<file path="config.mk">
export PLATFORM = sky130hd
export DESIGN_NAME = imem_loader_flat
export DESIGN_NICKNAME = d
export VERILOG_FILES = /design/src/rtl/imem_loader_if.sv /design/src/rtl/imem_loader.sv /design/src/flat_wrapper.sv
export SDC_FILE = /design/constraint.sdc
export NUM_CORES = 1
export LEC_CHECK = 0
export CAP_MARGIN = 10
export CORE_MARGIN = 2
export CORE_UTILIZATION = 25
export DETAILED_ROUTE_END_ITERATION = 16
export SYNTH_ARGS = -nofsm -noshare
export SYNTH_HDL_FRONTEND = slang
export SYNTH_SLANG_ARGS = --single-unit
</file>
<file path="constraint.sdc">
create_clock -name clk -period 4.1 [get_ports clk]
set_clock_uncertainty 0.2 [all_clocks]
set_input_delay 0.82 -clock clk [delete_from_list [all_inputs] [get_ports clk]]
set_output_delay 0.82 -clock clk [all_outputs]
set_load 0.005 [all_outputs]
</file>
<file path="src/rtl/imem_loader_if.sv">
// Host byte link, imem write port and status lines of the program loader.
// master = host side driving the byte stream, slave = the loader itself.
interface imem_loader_if #(
  parameter int ADDR_W = 8
);
  logic              start;
  logic [7:0]        rx_data;
  logic              rx_valid;
  logic              rx_ready;
  logic              imem_we;
  logic [ADDR_W-1:0] imem_addr;
  logic [31:0]       imem_wd;
  logic              cpu_hold;
  logic              busy;
  logic              done;
  logic              err;

  modport master (
    output start, rx_data, rx_valid,
    input  rx_ready, imem_we, imem_addr, imem_wd, cpu_hold, busy, done, err
  );

  modport slave (
    input  start, rx_data, rx_valid,
    output rx_ready, imem_we, imem_addr, imem_wd, cpu_hold, busy, done, err
  );
endinterface

</file>
<file path="src/rtl/imem_loader.sv">
// Program loader: turns a length-prefixed little-endian byte stream into sequential
// imem word writes and holds the core until the whole image has been written.
module imem_loader #(
  parameter int ADDR_W = 8
) (
  input  logic         clk,
  input  logic         reset,
  imem_loader_if.slave lif
);

  typedef enum logic [2:0] {
    IDLE  = 3'd0,
    LEN0  = 3'd1,
    LEN1  = 3'd2,
    BYTES = 3'd3,
    WRITE = 3'd4,
    DONE  = 3'd5,
    ERR   = 3'd6
  } state_t;

  localparam logic [16:0] CAP = 17'(1) << ADDR_W;

  state_t            state_r;
  logic [15:0]       len_r;
  logic [ADDR_W-1:0] idx_r;
  logic [1:0]        cnt_r;
  logic [31:0]       wd_r;
  logic [15:0]       len_in_s;
  logic              last_s;
  logic              xfer_s;

  assign len_in_s = {lif.rx_data, len_r[7:0]};
  assign last_s   = ({{(16-ADDR_W){1'b0}}, idx_r} == (len_r - 16'd1));
  assign xfer_s   = lif.rx_valid & lif.rx_ready;

  // Loader FSM; every output is a register updated together with the state it belongs to.
  always_ff @(posedge clk or posedge reset) begin
    if (reset) begin
      state_r       <= IDLE;
      len_r         <= 16'd0;
      idx_r         <= '0;
      cnt_r         <= 2'd0;
      wd_r          <= 32'd0;
      lif.rx_ready  <= 1'b0;
      lif.imem_we   <= 1'b0;
      lif.imem_addr <= '0;
      lif.imem_wd   <= 32'd0;
      lif.cpu_hold  <= 1'b1;
      lif.busy      <= 1'b0;
      lif.done      <= 1'b0;
      lif.err       <= 1'b0;
    end else begin
      lif.imem_we <= 1'b0;
      case (state_r)
        IDLE, DONE, ERR: begin
          if (lif.start) begin
            state_r      <= LEN0;
            idx_r        <= '0;
            cnt_r        <= 2'd0;
            lif.rx_ready <= 1'b1;
            lif.busy     <= 1'b1;
            lif.cpu_hold <= 1'b1;
            lif.done     <= 1'b0;
            lif.err      <= 1'b0;
          end
        end
        LEN0: begin
          if (xfer_s) begin
            len_r[7:0] <= lif.rx_data;
            state_r    <= LEN1;
          end
        end
        LEN1: begin
          if (xfer_s) begin
            len_r <= len_in_s;
            if (len_in_s == 16'd0) begin
              state_r      <= DONE;
              lif.rx_ready <= 1'b0;
              lif.busy     <= 1'b0;
              lif.done     <= 1'b1;
              lif.cpu_hold <= 1'b0;
            end else if ({1'b0, len_in_s} > CAP) begin
              state_r      <= ERR;
              lif.rx_ready <= 1'b0;
              lif.busy     <= 1'b0;
              lif.err      <= 1'b1;
            end else begin
              state_r <= BYTES;
              cnt_r   <= 2'd0;
            end
          end
        end
        // Bytes shift in from the top so the first byte ends up in wd[7:0] after four transfers.
        BYTES: begin
          if (xfer_s) begin
            wd_r  <= {lif.rx_data, wd_r[31:8]};
            cnt_r <= cnt_r + 2'd1;
            if (cnt_r == 2'd3) begin
              state_r       <= WRITE;
              lif.rx_ready  <= 1'b0;
              lif.imem_we   <= 1'b1;
              lif.imem_addr <= idx_r;
              lif.imem_wd   <= {lif.rx_data, wd_r[31:8]};
            end
          end
        end
        // The index is not advanced past the final word, so a full-capacity image never wraps.
        WRITE: begin
          if (last_s) begin
            state_r      <= DONE;
            lif.busy     <= 1'b0;
            lif.done     <= 1'b1;
            lif.cpu_hold <= 1'b0;
          end else begin
            state_r      <= BYTES;
            idx_r        <= idx_r + {{(ADDR_W-1){1'b0}}, 1'b1};
            lif.rx_ready <= 1'b1;
          end
        end
        default: begin
          state_r      <= IDLE;
          lif.rx_ready <= 1'b0;
          lif.busy     <= 1'b0;
          lif.cpu_hold <= 1'b1;
          lif.done     <= 1'b0;
          lif.err      <= 1'b0;
        end
      endcase
    end
  end

endmodule

</file>
<file path="src/flat_wrapper.sv">
// flat-port wrapper written by rule: the top's interface ports become plain ports
module imem_loader_flat 
#(
  parameter int ADDR_W = 8
)
  (clk, reset, lif_start, lif_rx_data, lif_rx_valid, lif_rx_ready, lif_imem_we, lif_imem_addr, lif_imem_wd, lif_cpu_hold, lif_busy, lif_done, lif_err);
  imem_loader_if #(.ADDR_W(ADDR_W)) lif_i ();
  input  logic clk;
  input  logic reset;
  input wire logic [$bits(lif_i.start)-1:0] lif_start;
  input wire logic [$bits(lif_i.rx_data)-1:0] lif_rx_data;
  input wire logic [$bits(lif_i.rx_valid)-1:0] lif_rx_valid;
  output wire logic [$bits(lif_i.rx_ready)-1:0] lif_rx_ready;
  output wire logic [$bits(lif_i.imem_we)-1:0] lif_imem_we;
  output wire logic [$bits(lif_i.imem_addr)-1:0] lif_imem_addr;
  output wire logic [$bits(lif_i.imem_wd)-1:0] lif_imem_wd;
  output wire logic [$bits(lif_i.cpu_hold)-1:0] lif_cpu_hold;
  output wire logic [$bits(lif_i.busy)-1:0] lif_busy;
  output wire logic [$bits(lif_i.done)-1:0] lif_done;
  output wire logic [$bits(lif_i.err)-1:0] lif_err;
  assign lif_i.start = lif_start;
  assign lif_i.rx_data = lif_rx_data;
  assign lif_i.rx_valid = lif_rx_valid;
  assign lif_rx_ready = lif_i.rx_ready;
  assign lif_imem_we = lif_i.imem_we;
  assign lif_imem_addr = lif_i.imem_addr;
  assign lif_imem_wd = lif_i.imem_wd;
  assign lif_cpu_hold = lif_i.cpu_hold;
  assign lif_busy = lif_i.busy;
  assign lif_done = lif_i.done;
  assign lif_err = lif_i.err;
  imem_loader #(.ADDR_W(ADDR_W)) u_core (.clk(clk), .reset(reset), .lif(lif_i));
endmodule
</file>
; Word level (Yosys, flattened, before mapping)
; Cells that the tools add are included.
[totals]
word_cells = 106
inputBits = 12
out_inout_bits = 46
reg_bits = 107
[op_classes]
n_bitwise = 5
n_reduce_logical = 18
n_eq_ne = 20
order_cmp = 1
add_sub_neg = 3
n_mux = 45
[op_table]
columns = cell, n
row1 = $pmux W8 S2, 2
row2 = $mux W3, 8
row3 = $mux W8, 3
row4 = $mux W1, 20
row5 = $reduce_and A5 Y1, 4
row6 = $eq A8 B16 Y1, 1
row7 = $gt A16 B9 Y1 const B, 1
row8 = $logic_not A16 Y1, 1
row9 = $sub A16 B1 Y16 const B, 1
row10 = $pmux W3 S5, 1
row11 = $ne A2 B1 Y1 const B, 7
row12 = $pmux W1 S4, 3
row13 = $mux W2, 5
row14 = $eq A3 B3 Y1 const B, 3
row15 = $reduce_and A3 Y1, 3
row16 = $add A8 B1 Y8 const B, 1
row17 = $ne A2 B2 Y1 const B, 4
row18 = $reduce_and A7 Y1, 1
row19 = $eq A3 B2 Y1 const B, 2
row20 = $pmux W2 S3, 1
row21 = $reduce_and A6 Y1, 1
row22 = $reduce_or A3 Y1, 2
row23 = $pmux W1 S5, 1
row24 = $not A1 Y1, 4
row25 = 11 further kinds, 12

; Depth between registers and ports, before layout
[logic_depth]
word_depth = 5
mapped_depth = 10
mapped_depth_nobuf = 9

; Worst setup path after synthesis
; Ideal clock, no wire load.
[synth_timing]
kind = register to register
from = register u_core.len_r[0]
to = register u_core.state_r[1]
slack_ps = 1140
stages_incl_launch_ff = 9
synth_period_minus_slack_ps = 2960
setup_ps = 131
arrival_time_ps = 2629
n_path_buf = 0
path_cell_list = dfrtp_1 inv_1 ha_1 or3b_2 o41ai_4 nand4_1 or4_4 o31a_1 or3_1
[synth_via]
elab_chain_len = 4
[synth_rtl]
columns = element, line_no
row1 = start: declaration, imem_loader.sv:24  ; logic [15:0] len_r;
row2 = start signal: assignment, imem_loader.sv:69  ; len_r[7:0] <= lif.rx_data;
row3 = start signal: assignment, imem_loader.sv:75  ; len_r <= len_in_s;
row4 = $sub A16 B1 Y16 or $logic_not A16 Y1 (tied branches), "imem_loader.sv:33, imem_loader.sv:76"
row5 = $eq A8 B16 Y1 or $mux W3 (tied branches), "imem_loader.sv:33, imem_loader.sv:76"
row6 = $mux W3 (on tied branches), "imem_loader.sv:109, imem_loader.sv:74"
row7 = $pmux W3 S5 (*), imem_loader.sv:54  ; case (state_r)
row8 = end signal: assignment, imem_loader.sv:39  ; state_r <= IDLE;
row9 = end signal: assignment, imem_loader.sv:57  ; state_r <= LEN0;
row10 = end signal: assignment, imem_loader.sv:110  ; state_r <= DONE;
row11 = end: declaration, imem_loader.sv:23  ; state_t state_r;
; Every way passes the cells marked *; elsewhere a longest branch is shown, timed or not. The select of a mux whose other input is x is not followed.
; A chain may end at the register's enable or synchronous reset.

; Worst setup path after layout
[layout_timing]
from = register u_core.len_r[0]
to = register u_core.idx_r[5]
[layout_via]
elab_chain_len = 4
[layout_rtl]
columns = element, line_no
row1 = $sub A16 B1 Y16, imem_loader.sv:33  ; assign last_s = ({{(16-ADDR_W){1'b0}}, idx_r} == (len_r - 16'd1));
row2 = $eq A8 B16 Y1, imem_loader.sv:33
row3 = $ne A2 B2 Y1 (no source line), n/a
row4 = $reduce_and A3 Y1 (no source line), n/a
row5 = end signal: assignment, imem_loader.sv:116  ; idx_r <= idx_r + {{(ADDR_W-1){1'b0}}, 1'b1};
row6 = end: declaration, imem_loader.sv:25  ; logic [ADDR_W-1:0] idx_r;
; Every way passes these cells.

==> summary.md <==
| Metric | Value |
|---|---|
| Fin Hold WS | `0.292 ns` |
| Synthesis-to-finish area growth | `25.4%` |
| Finished Core Util | `between 30% and 40%` |
| Max clock buf depth | `2` |
| R2R Path End | `u_core.idx_r[5]$_DFFE_PP0P_` |
| Final Net Count | `~440` |
| Prevailing post-synth register cell | `dfrtp_1` |
| # rows | `49` |
| Min Tclk post-route | `3.36 ns` |
| Tightest Pin Transition | `about 0.86 ns` |
| Synthesized instance count | `369` |
| Crit path launch | `u_core.len_r[0]$_DFFE_PP0P_` |
| Largest net degree at the start of global routing | `60` |
| Starting Density | `25.6%` |
| Startpoint types | `register` |
| Fin. Hold Viols | `0` |
| Reg2Reg Setup Slack | `between 0.7 and 0.8 ns` |
| WP data arrival | `3.40 ns` |
| Setup TNS | `0 ns` |
| # H-tree levels | `3` |
| Post-route cell area | `5760 um^2` |
| Slew Limit Fails | `0` |
| CP bufs+invs | `1` |
| Port Buffer Count | `57` |
| Sink Count | `99` |
| Crit path cell chain | `inv_1, ha_1, nor3b_2, nand3_1, xnor2_1, or4_4, o31ai_4, o311ai_0, o41ai_1` |
| Post-synth EDFFs | `0` |
| I/O Pins | `58` |
| Slew HR | `a little over two fifths` |
| Post-CTS Hold Buffers | `0` |
| Place WS | `~0.76 ns` |
| WL/cell | `15.4 um` |
| Worst vdd ir | `240 uV` |
| DR DRC count | `0` |
| Die width | `140 um` |
| RSZ-0062 raised after global routing | `no` |
| Worst path max stage delay | `0.57 ns` |
| Hold Crit Depth | `1` |
| Core area | `around 18000 um^2` |
| Worst setup margin | `0.742 ns` |
| Register bit count reported by yosys | `99` |
| CTS resizes | `0` |
| CP max-delay cell | `or4_4` |
| Areal power density over the cells | `between 600 and 700 nW/um^2` |
| Fmax | `0.298 GHz` |
| Worst hold path class | `reg -> reg` |
| First-pass GRT wire length | `~17000 um` |
| CTS tree | `done` |
| Final setup fails | `0` |
| Dpl hpwl | `7290 um` |
| Worst-path clk slew | `0.06 ns` |
| N_diodes | `0` |
| Iteration-0 DRC Markers | `170` |
| Clk Latency, worst-skew pair | `0.35 ns` |
| Syn nets | `384` |
| Status | `finished, final reports clean` |
| Top delay family on crit path | `simple AND/OR/NAND/NOR gates` |
| Gr usage total | `around 11%` |
| Inst Count DP | `645` |
| Total Die Area | `19500 um^2` |
| Worst Path Max Fanout | `15` |
| Post-CTS setup buffer count | `0` |
| Drt first pass iters | `4` |
| Synth cell types | `about 60` |
| Mean Syn Cell Area | `12.4 um^2` |
| Vias | `3170` |
| WS Path Type | `reg -> reg` |
| Part of the Yosys area used for sequential elements | `54.0%` |
| Vias in the first global route | `3262` |
| Static leakage | `approximately 2.5 nW` |
| Crit. path cell count | `9` |
| Die height | `140 um` |
| CTS buffer count | `9` |
| Via density | `roughly 4.8` |
| R2R Path Start | `u_core.len_r[0]$_DFFE_PP0P_` |
| Area after DPL | `about 5400 um^2` |
| Setup crit end | `u_core.idx_r[5]$_DFFE_PP0P_` |
| Layout cells sized above 1 | `27.5%` |
| GR Overflow Total | `0` |
| Worst EP required | `4.14 ns` |
| R2R cell count | `9` |
| Synth Warn # | `0` |
| Antenna viol nets, final | `0` |
| CTS Root Cell | `clkbuf_16` |
| Initial antenna violation count | `0` |
| Max-cap viol count | `0` |
| Ys async rst share | `100%` |
| CP Capture Type | `register` |
| Non-Filler Instances | `661` |
| Final Cycle Share | `81.9%` |
| Post-Route WL | `between 10000 and 15000 um` |
| Mapped cell area | `4590 um^2` |
| Final Power | `around 3.5 mW` |
| Routability-driven placement congestion ratio | `between 0.8 and 0.9` |
## cell type report
| class | instances | area, um^2 |
|---|---|---|
| inverter | 13 | 51.3 |
| clock inverter | 4 | 57.6 |
| multi-input combinational | 241 | 2000 |
| clock buffer | 12 | 256 |
| sequential | 99 | 2480 |
| tap | 229 | 287 |
| fill | 1766 | 12200 |
| timing repair buffer | 63 | 628 |
## registers in the layout, indices dropped and copies added, names as in the netlist, 2 cells and up
register	flops
u_core.cnt_r	2
u_core.wd_r	24
u_core.len_r	16
u_core.state_r	3
u_core.lif.imem_addr	8
u_core.lif.imem_wd	32
u_core.idx_r	8
## cells in the final DEF (no fill, tap or decap), drive strengths merged, types with 9 or more instances in the layout
cell type	Yosys	final
dfrtp	98	98
mux2	79	79
clkdlybuf4s50	0	57
o21ai	20	20
nand2	17	17
inv	13	14
nor2	12	12
clkbuf	9	12
a21oi	9	9
## routing by layer
layer,global-route usage (%),share of wire (%)
met1,14.4,46
met2,17.1,48
met3,2.27,4.1
met4,5.48,1.9
met5,0,0
## worst register-to-register path, cell delays in order, from the launching register on
cell	delay [ns]
dfrtp_1	0.43
inv_1	0.09
ha_1	0.18
nor3b_2	0.42
nand3_1	0.27
xnor2_1	0.22
or4_4	0.57
o31ai_4	0.50
o311ai_0	0.25
o41ai_1	0.11
## synthesized netlist by cell type (7+ instances only)
cell type / n / area (um^2)
o21ai_0: 18 / 90.1
inv_1: 13 / 48.8
clkbuf_1: 9 / 33.8
a21oi_1: 9 / 45.0
nor3_1: 7 / 35.0
mux2_2: 79 / 890
nor2_1: 12 / 45.0
nand2_1: 17 / 63.8
nand3_1: 8 / 40.0
dfrtp_1: 98 / 2450
nor4_1: 7 / 43.8
xnor2_1: 7 / 61.3
## cells by family after synthesis
family	Yosys count	share of synthesized area (%)
mux	81	19.8
flops	99	54.0
simple gates	83	10.2
compound gates	62	9.81
fa+ha+maj	4	1.04
xor+xnor	11	2.43
buf+inv	29	2.72
## power by group
part	internal (mW)	total (mW)	leakage [nW]	switching, mW
clock network	0.512	0.878	0.151	0.366
registers	1.25	1.55	1.30	0.301
logic	0.580	1.08	1.03	0.500
total	2.35	3.51	2.48	1.17
## worst min-delay path by stage
stage	startpoint	end	slack, ns
5_1_grt	u_core.lif.done$_DFFE_PP0P_	u_core.lif.done$_DFFE_PP0P_	0.31
4_1_cts	u_core.lif.done$_DFFE_PP0P_	u_core.lif.done$_DFFE_PP0P_	0.29
6_report	u_core.lif.done$_DFFE_PP0P_	u_core.lif.done$_DFFE_PP0P_	0.29
3_5_place_dp	u_core.lif.done$_DFFE_PP0P_	u_core.lif.done$_DFFE_PP0P_	0.28
2_1_floorplan	u_core.lif.cpu_hold$_DFFE_PP1P_	u_core.lif.cpu_hold$_DFFE_PP1P_	0.27
3_3_place_gp	u_core.lif.cpu_hold$_DFFE_PP1P_	u_core.lif.cpu_hold$_DFFE_PP1P_	0.28
No activity file was read; power rests on OpenSTA's default activity.
